$ cat src/rtl/lc3b_types.sv
// Types shared by the LC-3b memory subsystem blocks.
package lc3b_types;

  localparam int MEM_ADDR_W = 20;
  localparam int MEM_DATA_W = 16;

  typedef enum logic [1:0] {
    IDLE,
    SETUP,
    ACCESS,
    DONE
  } mem_arb_state_t;

  typedef enum logic {
    OWNER_CPU,
    OWNER_DBG
  } mem_owner_t;

endpackage

$ cat src/rtl/mem_arbiter.sv
// Two-port arbiter in front of the single asynchronous SRAM port.
// CPU datapath and debug/loader share the part; each access is a fixed
// SETUP / ACCESS(W) / DONE sequence ending in a one-cycle ack to the owner.
//
// state  | meaning
// -------+------------------------------------------------------------
// IDLE   | controls released; the only state where requests are sampled
// SETUP  | chip selected, address settled; read enables OE, write drives bus
// ACCESS | WAIT_CYCLES cycles; WE strobes low for writes; read data
//        | captured on the final edge
// DONE   | controls released, owner acked, write data held one more cycle
module mem_arbiter
  import lc3b_types::*;
#(
  parameter int ADDR_W      = MEM_ADDR_W,
  parameter int DATA_W      = MEM_DATA_W,
  parameter int WAIT_CYCLES = 2
) (
  input  logic              Clk,
  input  logic              Reset,
  input  logic              cpu_req,
  input  logic              cpu_we,
  input  logic [ADDR_W-1:0] cpu_addr,
  input  logic [DATA_W-1:0] cpu_wdata,
  output logic [DATA_W-1:0] cpu_rdata,
  output logic              cpu_ack,
  input  logic              dbg_req,
  input  logic              dbg_we,
  input  logic [ADDR_W-1:0] dbg_addr,
  input  logic [DATA_W-1:0] dbg_wdata,
  output logic [DATA_W-1:0] dbg_rdata,
  output logic              dbg_ack,
  output logic [ADDR_W-1:0] mem_addr,
  output logic [DATA_W-1:0] mem_wdata,
  output logic              mem_data_oe,
  input  logic [DATA_W-1:0] mem_rdata,
  output logic              CE,
  output logic              UB,
  output logic              LB,
  output logic              OE,
  output logic              WE,
  output logic              busy,
  output logic              grant_dbg
);

  // Wait-state count is 1..15, so a 4-bit down-counter covers it.
  localparam logic [3:0] WAIT_LD = 4'(WAIT_CYCLES);

  mem_arb_state_t    state_q, state_d;
  // Owner of the current transaction doubles as the round-robin pointer.
  mem_owner_t        owner_q, owner_d;
  logic              we_q, we_d;
  logic [ADDR_W-1:0] addr_q, addr_d;
  logic [DATA_W-1:0] wdata_q, wdata_d;
  logic [3:0]        cnt_q, cnt_d;
  logic [DATA_W-1:0] cpu_rdata_q, cpu_rdata_d;
  logic [DATA_W-1:0] dbg_rdata_q, dbg_rdata_d;

  // Next-state: arbitration in IDLE, wait-state countdown, read capture.
  always_comb begin
    state_d     = state_q;
    owner_d     = owner_q;
    we_d        = we_q;
    addr_d      = addr_q;
    wdata_d     = wdata_q;
    cnt_d       = cnt_q;
    cpu_rdata_d = cpu_rdata_q;
    dbg_rdata_d = dbg_rdata_q;
    case (state_q)
      IDLE: begin
        if (cpu_req || dbg_req) begin
          if (cpu_req && dbg_req) begin
            owner_d = (owner_q == OWNER_DBG) ? OWNER_CPU : OWNER_DBG;
          end else begin
            owner_d = dbg_req ? OWNER_DBG : OWNER_CPU;
          end
          if (owner_d == OWNER_DBG) begin
            we_d    = dbg_we;
            addr_d  = dbg_addr;
            wdata_d = dbg_wdata;
          end else begin
            we_d    = cpu_we;
            addr_d  = cpu_addr;
            wdata_d = cpu_wdata;
          end
          state_d = SETUP;
        end
      end
      SETUP: begin
        cnt_d   = WAIT_LD;
        state_d = ACCESS;
      end
      ACCESS: begin
        cnt_d = cnt_q - 4'd1;
        if (cnt_q == 4'd1) begin
          state_d = DONE;
          if (!we_q) begin
            if (owner_q == OWNER_DBG) begin
              dbg_rdata_d = mem_rdata;
            end else begin
              cpu_rdata_d = mem_rdata;
            end
          end
        end
      end
      DONE: begin
        state_d = IDLE;
      end
      default: begin
        state_d = IDLE;
      end
    endcase
  end

  // State and transaction registers; reset aborts any access in flight.
  always_ff @(posedge Clk or negedge Reset) begin
    if (!Reset) begin
      state_q     <= IDLE;
      owner_q     <= OWNER_DBG;
      we_q        <= 1'b0;
      addr_q      <= '0;
      wdata_q     <= '0;
      cnt_q       <= '0;
      cpu_rdata_q <= '0;
      dbg_rdata_q <= '0;
    end else begin
      state_q     <= state_d;
      owner_q     <= owner_d;
      we_q        <= we_d;
      addr_q      <= addr_d;
      wdata_q     <= wdata_d;
      cnt_q       <= cnt_d;
      cpu_rdata_q <= cpu_rdata_d;
      dbg_rdata_q <= dbg_rdata_d;
    end
  end

  // SRAM strobes decoded from the registered state; OE and WE are never low together.
  always_comb begin
    CE          = 1'b1;
    UB          = 1'b1;
    LB          = 1'b1;
    OE          = 1'b1;
    WE          = 1'b1;
    mem_data_oe = 1'b0;
    case (state_q)
      SETUP, ACCESS: begin
        CE          = 1'b0;
        UB          = 1'b0;
        LB          = 1'b0;
        OE          = we_q;
        WE          = !(we_q && (state_q == ACCESS));
        mem_data_oe = we_q;
      end
      DONE: begin
        // Keep driving write data one cycle past the WE rising edge for hold.
        mem_data_oe = we_q;
      end
      default: ;
    endcase
  end

  assign mem_addr  = addr_q;
  assign mem_wdata = wdata_q;
  assign cpu_rdata = cpu_rdata_q;
  assign dbg_rdata = dbg_rdata_q;
  assign cpu_ack   = (state_q == DONE) && (owner_q == OWNER_CPU);
  assign dbg_ack   = (state_q == DONE) && (owner_q == OWNER_DBG);
  assign busy      = (state_q != IDLE);
  assign grant_dbg = (owner_q == OWNER_DBG);

endmodule

$ cat config.mk
export PLATFORM = sky130hd
export DESIGN_NAME = mem_arbiter
export DESIGN_NICKNAME = d
export VERILOG_FILES = /design/src/rtl/lc3b_types.sv /design/src/rtl/mem_arbiter.sv
export SDC_FILE = /design/constraint.sdc
export NUM_CORES = 1
export LEC_CHECK = 0
export BUFFER_PORTS_ARGS = -buffer_cell sky130_fd_sc_hd__clkbuf_2
export CORE_AREA = 3 3 91 93
export DETAILED_ROUTE_END_ITERATION = 7
export DIE_AREA = 0 0 94 96
export MAX_ROUTING_LAYER = met4
export PLACE_DENSITY = 0.84
export SYNTH_ARGS = -nofsm -noshare
export SYNTH_HDL_FRONTEND = slang
export SYNTH_SLANG_ARGS = --single-unit
$ cat constraint.sdc
create_clock -name Clk -period 4.59 [get_ports Clk]
set_input_delay 0.918 -clock Clk [delete_from_list [all_inputs] [get_ports Clk]]
set_output_delay 0.918 -clock Clk [all_outputs]
set_load 0.005 [all_outputs]
* Yosys cells after proc, flatten, opt, wreduce, memory -nomap -nowiden
Index checks and enable logic that the tools add are counted.
** Operators by class
- Reductions and logical operators :: 15
- Mux-type cells :: 16
- Eq/ne operators :: 6
- Add/subtract/negate cells :: 1
- Bitwise logic cells :: 2
** Operators by type and width (count)
- 20-bit two-way mux :: 1
- 16-bit two-way mux :: 1
- 1-bit two-way mux :: 10
- 2-bit case mux with 4 select lines :: 1
- 4-bit case mux with 2 select lines :: 1
- 4-bit AND reduction :: 2
- 2-bit equality test, second input constant :: 2
- 4-bit by 1-bit equality test with 1-bit output, second input constant :: 1
- 1-bit logical AND :: 4
- 2-bit two-way mux :: 2
- 2-bit inequality test, second input constant :: 2
- 2-bit AND reduction :: 2
- 2-bit nonzero test :: 2
- 4-bit by 1-bit subtractor with 4-bit output, second input constant :: 1
- 3-bit OR reduction :: 1
- 2-bit by 1-bit equality test with 1-bit output, second input constant :: 1
- 2-bit zero test :: 1
- 1-bit NOT :: 2
- 2-bit OR reduction :: 1
- 1-bit zero test :: 1
- 1-bit logical OR :: 1
** Storage, ports and cells
- Register bits :: 76
- Input port bits :: 94
- Word-level logic and storage cells :: 48

* Longest topological paths before layout
Gate-level depths: netlist of the first run.
- Depth in word-level cells :: 5
- Gate-level depth with buffers :: 7
- Mapped depth without buffers :: 5

* Least setup slack after synthesis of the first run
Ideal clock, no wire load.
- Path type :: register to register
- Start point :: reg cnt_q[1]
- End point :: reg cpu_rdata_q[0], in the netlist cpu_rdata[0]
- Arrival time :: 1986 ps
- Cell stages (with the launch flop) :: 8
- Required time :: 4465 ps
- Path buffers :: 2
- Path slack :: 2479 ps
- Library setup time :: 125 ps
- Cell sequence :: dfrtp_1 -> inv_1 -> ha_1 -> or3b_4 -> or4b_4 -> buf_6 -> buf_12 -> mux2_4
** On the way
- Cells in the longest elaborated chain, start to end :: 2
** RTL lines
- start, declared :: RTL line mem_arbiter.sv:55 : logic [3:0] cnt_q, cnt_d;
- start signal, assigned :: RTL line mem_arbiter.sv:132 : cnt_q <= cnt_d;
- 4-bit by 1-bit equality test with 1-bit output :: RTL line mem_arbiter.sv:95 : if (cnt_q == 4'd1) begin
- 4-bit AND reduction (no source line)
- end signal, assigned :: RTL line mem_arbiter.sv:133 : cpu_rdata_q <= cpu_rdata_d;
- end, declared :: RTL line mem_arbiter.sv:56 : logic [DATA_W-1:0] cpu_rdata_q, cpu_rdata_d;
Every way passes these cells.
A chain may end at the register's enable or synchronous reset.

* Final worst setup path of the first run
- Start point :: reg cnt_q[1]
- End point :: reg dbg_rdata_q[8], in the netlist dbg_rdata[8]
** On the way
- Cells in the longest elaborated chain, start to end :: 2
** RTL lines
- 4-bit by 1-bit equality test with 1-bit output :: RTL line mem_arbiter.sv:95
- 4-bit AND reduction (no source line)
- end signal, assigned :: RTL line mem_arbiter.sv:134 : dbg_rdata_q <= dbg_rdata_d;
- end, declared :: RTL line mem_arbiter.sv:57 : logic [DATA_W-1:0] dbg_rdata_q, dbg_rdata_d;
Every way passes these cells.

==> run metrics, run 1 <==
result of the run complete, no violations; Logic pwr share 0.366; P per Cell Area 613 nW/um2; area of the core 7610 um2; clock power share 0.227; CTS Root Cell clkbuf_8; worst slew pin tran around 1.2 ns; Die Y between 90 and 100 um; Worst EP required 4.81 ns; Worst-Skew Late Latency 0.34 ns; area delta synth->final 34.5%; die width 94 um; Final Hold Vio Count 0; setup TNS 0 ns; switching power 0.939 mW; # setup viols final 0; leak pwr between 2 and 2.5 nW; vias in the first global route 2757; DRC violations left 0; TritonCTS clock tree done; hold buffers post-CTS 0; pin count of the biggest net entering global routing 77; GRT Total Usage 0.196; sw frac 0.335; routed length per instance 14.9 um; Min Hold Slack 0.481 ns; Final Core Density 0.601; Die Area 9020 um2; CTS max path bufs 2; # rows 32; grt total ovfl 0; synth warn 0; #FFs+latches synth 76; cells along the critical path inv_1, ha_1, or3b_4, nor3_2, mux2_2; setup slack, reg-to-reg 2.06 ns; RSZ-0062 raised after global routing no; number of port buffers 171; ratio of cells with drive above 1 in the final layout 0.508; Internal 1.86 mW; VDD IR max 0.000284 V; Seq/Total Area, Yosys 0.560; Crit Path Max Fanout 16; crit path time final between 2 and 3 ns; fin crit share 0.552; CP delay by family, top simple AND/OR/NAND/NOR gates; Starting DRT DRC Count 52; max-slew violations 0; global-route wire length before repair 13100 um; Distinct cells, synth 31; gate count after technology mapping around 280; # Post-CTS Setup Buffers 0; initial antenna violation count 0; post-synthesis average cell area between 10 and 15 um2; CP max stage delay slightly below 1 ns; ant diodes 0; Starting Density 0.447; Fillers 632; final wirelength 8230 um; classification of the worst setup path flop to flop; Final #Nets between 500 and 600; DRT Pass-1 Iters 4; ANT nets after route 0; gpl congestion 0.757; Syn Nets approximately 380; via/cell ratio 4.89; post-DP HPWL 6420 um; Via Count approximately 2700; max cap viols 0; Reg power frac 0.407; CP Buf/Inv Count 1; WP data arrival between 2 and 3 ns; CTS Sinks 76; # IOs 172; Relative slew margins 0.171; Clk pin slew, worst setup/hold paths 0.08 ns; CP startpoint kind flop; CTS resizes 0; Worst Skew 0.00871 ns; slowest CP cell nor3_2; worst hold path class flop to flop; CTS Buf Count 9; fmax 394 MHz; CP Capture Type flop; H-tree depth reported by CTS 3; Mapped Area 3400 um2
layout make-up:
cell class | count | area (um2) | area share
sequential | 76 | 1900 | 0.416
multi-input combinational | 177 | 1380 | 0.302
clock buffer | 11 | 151 | 0.0331
inverter | 7 | 26.3 | 0.00575
tap | 102 | 128 | 0.0279
timing repair buffer | 173 | 873 | 0.191
clock inverter | 5 | 106 | 0.0233
cell families (layout without fill, tap and decap cells):
group,Yosys count,count (layout),share of synthesized area
flops,76,76,0.560
simple gates,53,53,0.0711
buf+inv,26,196,0.0398
mux,71,71,0.232
compound gates,47,47,0.0748
fa+ha+maj,6,6,0.0221
tightest hold or removal path: cells and delay by family (launching register included):
kind	cells	cell delay [ns]
DFF	1	0.35
and+or+nand+nor	1	0.04
AOI/OAI and AO/OA	1	0.06
layout by cell type (no fill, tap or decap), drive strengths merged, types with 2 or more instances in the layout:
cell    instances
a21oi           2
a31oi           2
buf             3
bufinv          3
clkbuf        181
dfrtp          75
ha              6
inv             8
mux2           32
mux2i          39
nand2          41
nor2b           2
nor3            2
o21ai          39
registers in the layout, summed over array words and instances, names as in the netlist:
name       cells
mem_wdata     16
cpu_rdata     16
cnt_q          4
we_q           1
dbg_rdata     16
mem_addr      20
grant_dbg      1
state_q        2
metal layers:
metal  GRT usage  part of all wire  vias up
met1       0.231              0.42     1255
met2       0.321              0.48      136
li1            -                 -     1292
met5           -                 0        -
met4      0.0842             0.016        0
met3      0.0485             0.086       11
metrics by stage:
| stage | instance area (um2) | total power, mW | setup slack (ns) | cells |
|---|---|---|---|---|
| after global routing | 4570 | 3.03 | 1.90 | 551 |
| after detailed placement | 4310 | 2.21 | 1.97 | 535 |
| final | 4570 | 2.80 | 2.06 | 551 |
| after floorplan | 3400 | 1.69 | 2.48 | 279 |
| after global placement | 4310 | 2.14 | 2.06 | 535 |
| after CTS | 4570 | 2.85 | 2.02 | 551 |
power by group through the flow:
stage	sequential (mW)	clock (mW)	combinational [mW]
3_5_place_dp	1.15	0	1.05
2_1_floorplan	1.14	0	0.548
4_1_cts	1.14	0.651	1.05
5_1_grt	1.18	0.684	1.16
3_3_place_gp	1.14	0	1.00
6_report	1.14	0.636	1.03
worst paths after layout:
kind                                     end  cells after the start   startpoint
min in group asynchronous       dbg_rdata[2]                      1        Reset
worst min-delay path             mem_addr[9]                      2  mem_addr[9]
worst min register to register   mem_addr[9]                      2  mem_addr[9]
max in group asynchronous               we_q                      1        Reset
worst max-delay path            dbg_rdata[8]                      5     cnt_q[1]
worst max register to register  dbg_rdata[8]                      5     cnt_q[1]
Yosys cell counts:
| master | n | area (um2) |
|---|---|---|
| nor2_1 | 1 | 3.75 |
| nor3b_1 | 1 | 7.51 |
| ha_1 | 6 | 75.1 |
| a21boi_0 | 1 | 7.51 |
| nand2b_1 | 1 | 6.26 |
| nand4_1 | 1 | 6.26 |
| mux2_2 | 22 | 248 |
| nand3_1 | 1 | 5.00 |
| o32a_1 | 1 | 10.0 |
| mux2i_1 | 39 | 390 |
| a31oi_1 | 2 | 12.5 |
| nand2_1 | 41 | 154 |
| a22o_2 | 1 | 10.0 |
| buf_2 | 5 | 25.0 |
| o21ai_0 | 39 | 195 |
| or4b_4 | 1 | 13.8 |
| buf_4 | 2 | 15.0 |
| mux2_4 | 10 | 150 |
| nor3_1 | 1 | 5.00 |
| nor2b_1 | 2 | 12.5 |
| buf_12 | 1 | 20.0 |
| buf_6 | 1 | 11.3 |
| a21oi_1 | 2 | 10.0 |
| o221ai_1 | 1 | 8.76 |
| and2_1 | 1 | 6.26 |
| clkbuf_1 | 10 | 37.5 |
| dfstp_2 | 1 | 26.3 |
| inv_1 | 7 | 26.3 |
| or3b_4 | 1 | 11.3 |
| dfrtp_1 | 75 | 1880 |
| nor3_2 | 1 | 10.0 |
No activity file was read; power rests on OpenSTA's default activity.
==> run 2, diff against run 1 <==
Clock period 4.59 ns to 2.4 ns, I/O delays scaled along.
==> run metrics, run 2 (synthesized netlist as in run 1, its figures left out) <==
CP startpoint kind flop; leak pwr 2.46 nW; commonest non-fill, non-tap cell in the layout clkbuf_2; Worst-Skew Late Latency about 0.34 ns; Final Hold Vio Count 0; met3 Usage GRT 0.0516; ratio of cells with drive above 1 in the final layout 0.506; max FFs per register 20; P per Cell Area 1130 nW/um2; most used routing layer met2; Worst Skew 0.00868 ns; Final #Nets around 550; setup TNS 0 ns; # Post-CTS Setup Buffers 0; M1 GR Usage 0.239; min setup slack post-route 0.213 ns; Placed Cells between 500 and 600; Die Area 9020 um2; met2 GRT Util 0.324; H-tree depth reported by CTS 3; FF+latch area between 1500 and 2000 um2; CTS max path bufs 2; fin crit share 0.911; result of the run complete, no violations; initial antenna violation count 0; Starting DRT DRC Count 65; hold buffers post-CTS 0; classification of the worst setup path flop to flop; final wirelength 8310 um; post-DP HPWL around 6600 um; Relative slew margins 0.716; # rows 32; area of the core between 7000 and 8000 um2; DRC violations left 0; # IOs 172; crit path time final 2.19 ns; Clk pin slew, worst setup/hold paths approximately 0.08 ns; worst hold path class primary input to asynchronous set/reset pin; global-route wire length before repair between 10000 and 15000 um; DRT Pass-1 Iters 4; CP Capture Type flop; area delta synth->final 33.9%; pin count of the biggest net entering global routing 75; grt total ovfl 0; max cap viols 0; # setup viols final 0; worst slew pin tran roughly 0.43 ns; Crit Path Max Fanout 16; die width about 94 um; Die Y 96 um; Fillers 661; Via Count 2646; CTS Buf Count 9; ant diodes 0; Starting Density 0.447; gpl congestion slightly below 0.8; GRT Total Usage 0.198; Worst EP required 2.62 ns; vias in the first global route roughly 2700; pre-CTS WS 0.228 ns; routed length per instance 15.0 um; highest-count cells in the layout ignoring fill and taps 170 x clkbuf_2, 75 x dfrtp_1, 41 x nand2_1; max-slew violations 0; via/cell ratio 4.78; fmax between 400 and 500 MHz; CTS Root Cell clkbuf_8; TritonCTS clock tree done; WP data arrival 2.40 ns; multi-input logic area 1380 um2; CTS resizes 0; number of port buffers ~170; Non-Filler Instances 553; VDD IR max ~0.00042 V; ANT nets after route 0; RSZ-0062 raised after global routing no; Final Power approximately 5.1 mW; CTS Sinks 76
## run 2: cell count changes in the layout (fill, tap and decap cells not counted), sizes merged
cell    change
buf         +2
clkinv      +3
inv         -1
bufinv      -2
## run 2: report_power, final
group          internal, mW  switching, mW  leakage (nW)
combinational          1.00           1.01          1.42
sequential             1.84          0.348         0.948
clock                 0.476          0.443        0.0931
total                  3.32           1.80          2.46
## run 2: cell type report
cell class,count,share of cell area
Timing Repair Buffer,175,0.204
Clock inverter,5,0.0116
Clock buffer,11,0.0289
Multi-Input combinational cell,177,0.304
Inverter,7,0.00578
Tap cell,102,0.0281
Sequential cell,76,0.418
## run 2: metrics by stage
step	area, um2	hold slack (ns)	utilization
5_1_grt	4550	0.0755	0.598
6_report	4550	0.0652	0.598
4_1_cts	4550	0.0758	0.598
2_1_floorplan	3400	0.184	-
3_5_place_dp	4360	0.454	0.574
3_3_place_gp	4360	0.447	0.574
## run 2: critical path, cell delays in order (launching register included)
cell and delay (ns):
dfrtp_1 0.40, inv_1 0.10, ha_1 0.16, or3b_4 0.40
or4b_4 0.66, mux2_4 0.35
## run 2: path summary, 6_finish.rpt
| check | end | slack, ns | cells past startpoint | from |
|---|---|---|---|---|
| worst max-delay path | cpu_rdata[8] | 0.21 | 5 | cnt_q[1] |
| worst min-delay path | dbg_rdata[2] | 0.07 | 1 | Reset |
| worst max register to register | cpu_rdata[8] | 0.21 | 5 | cnt_q[1] |
| worst min register to register | mem_wdata[6] | 0.48 | 2 | mem_wdata[6] |
| max in group asynchronous | grant_dbg | 1.69 | 2 | Reset |
| min in group Clk | dbg_rdata[3] | 0.39 | 2 | mem_rdata[3] |
## run 2: layer usage
metal / wire length [um] / part of all wire
met5: 0 / 0
met4: 91 / 0.011
met3: 728 / 0.088
met2: 3970 / 0.48
met1: 3520 / 0.42
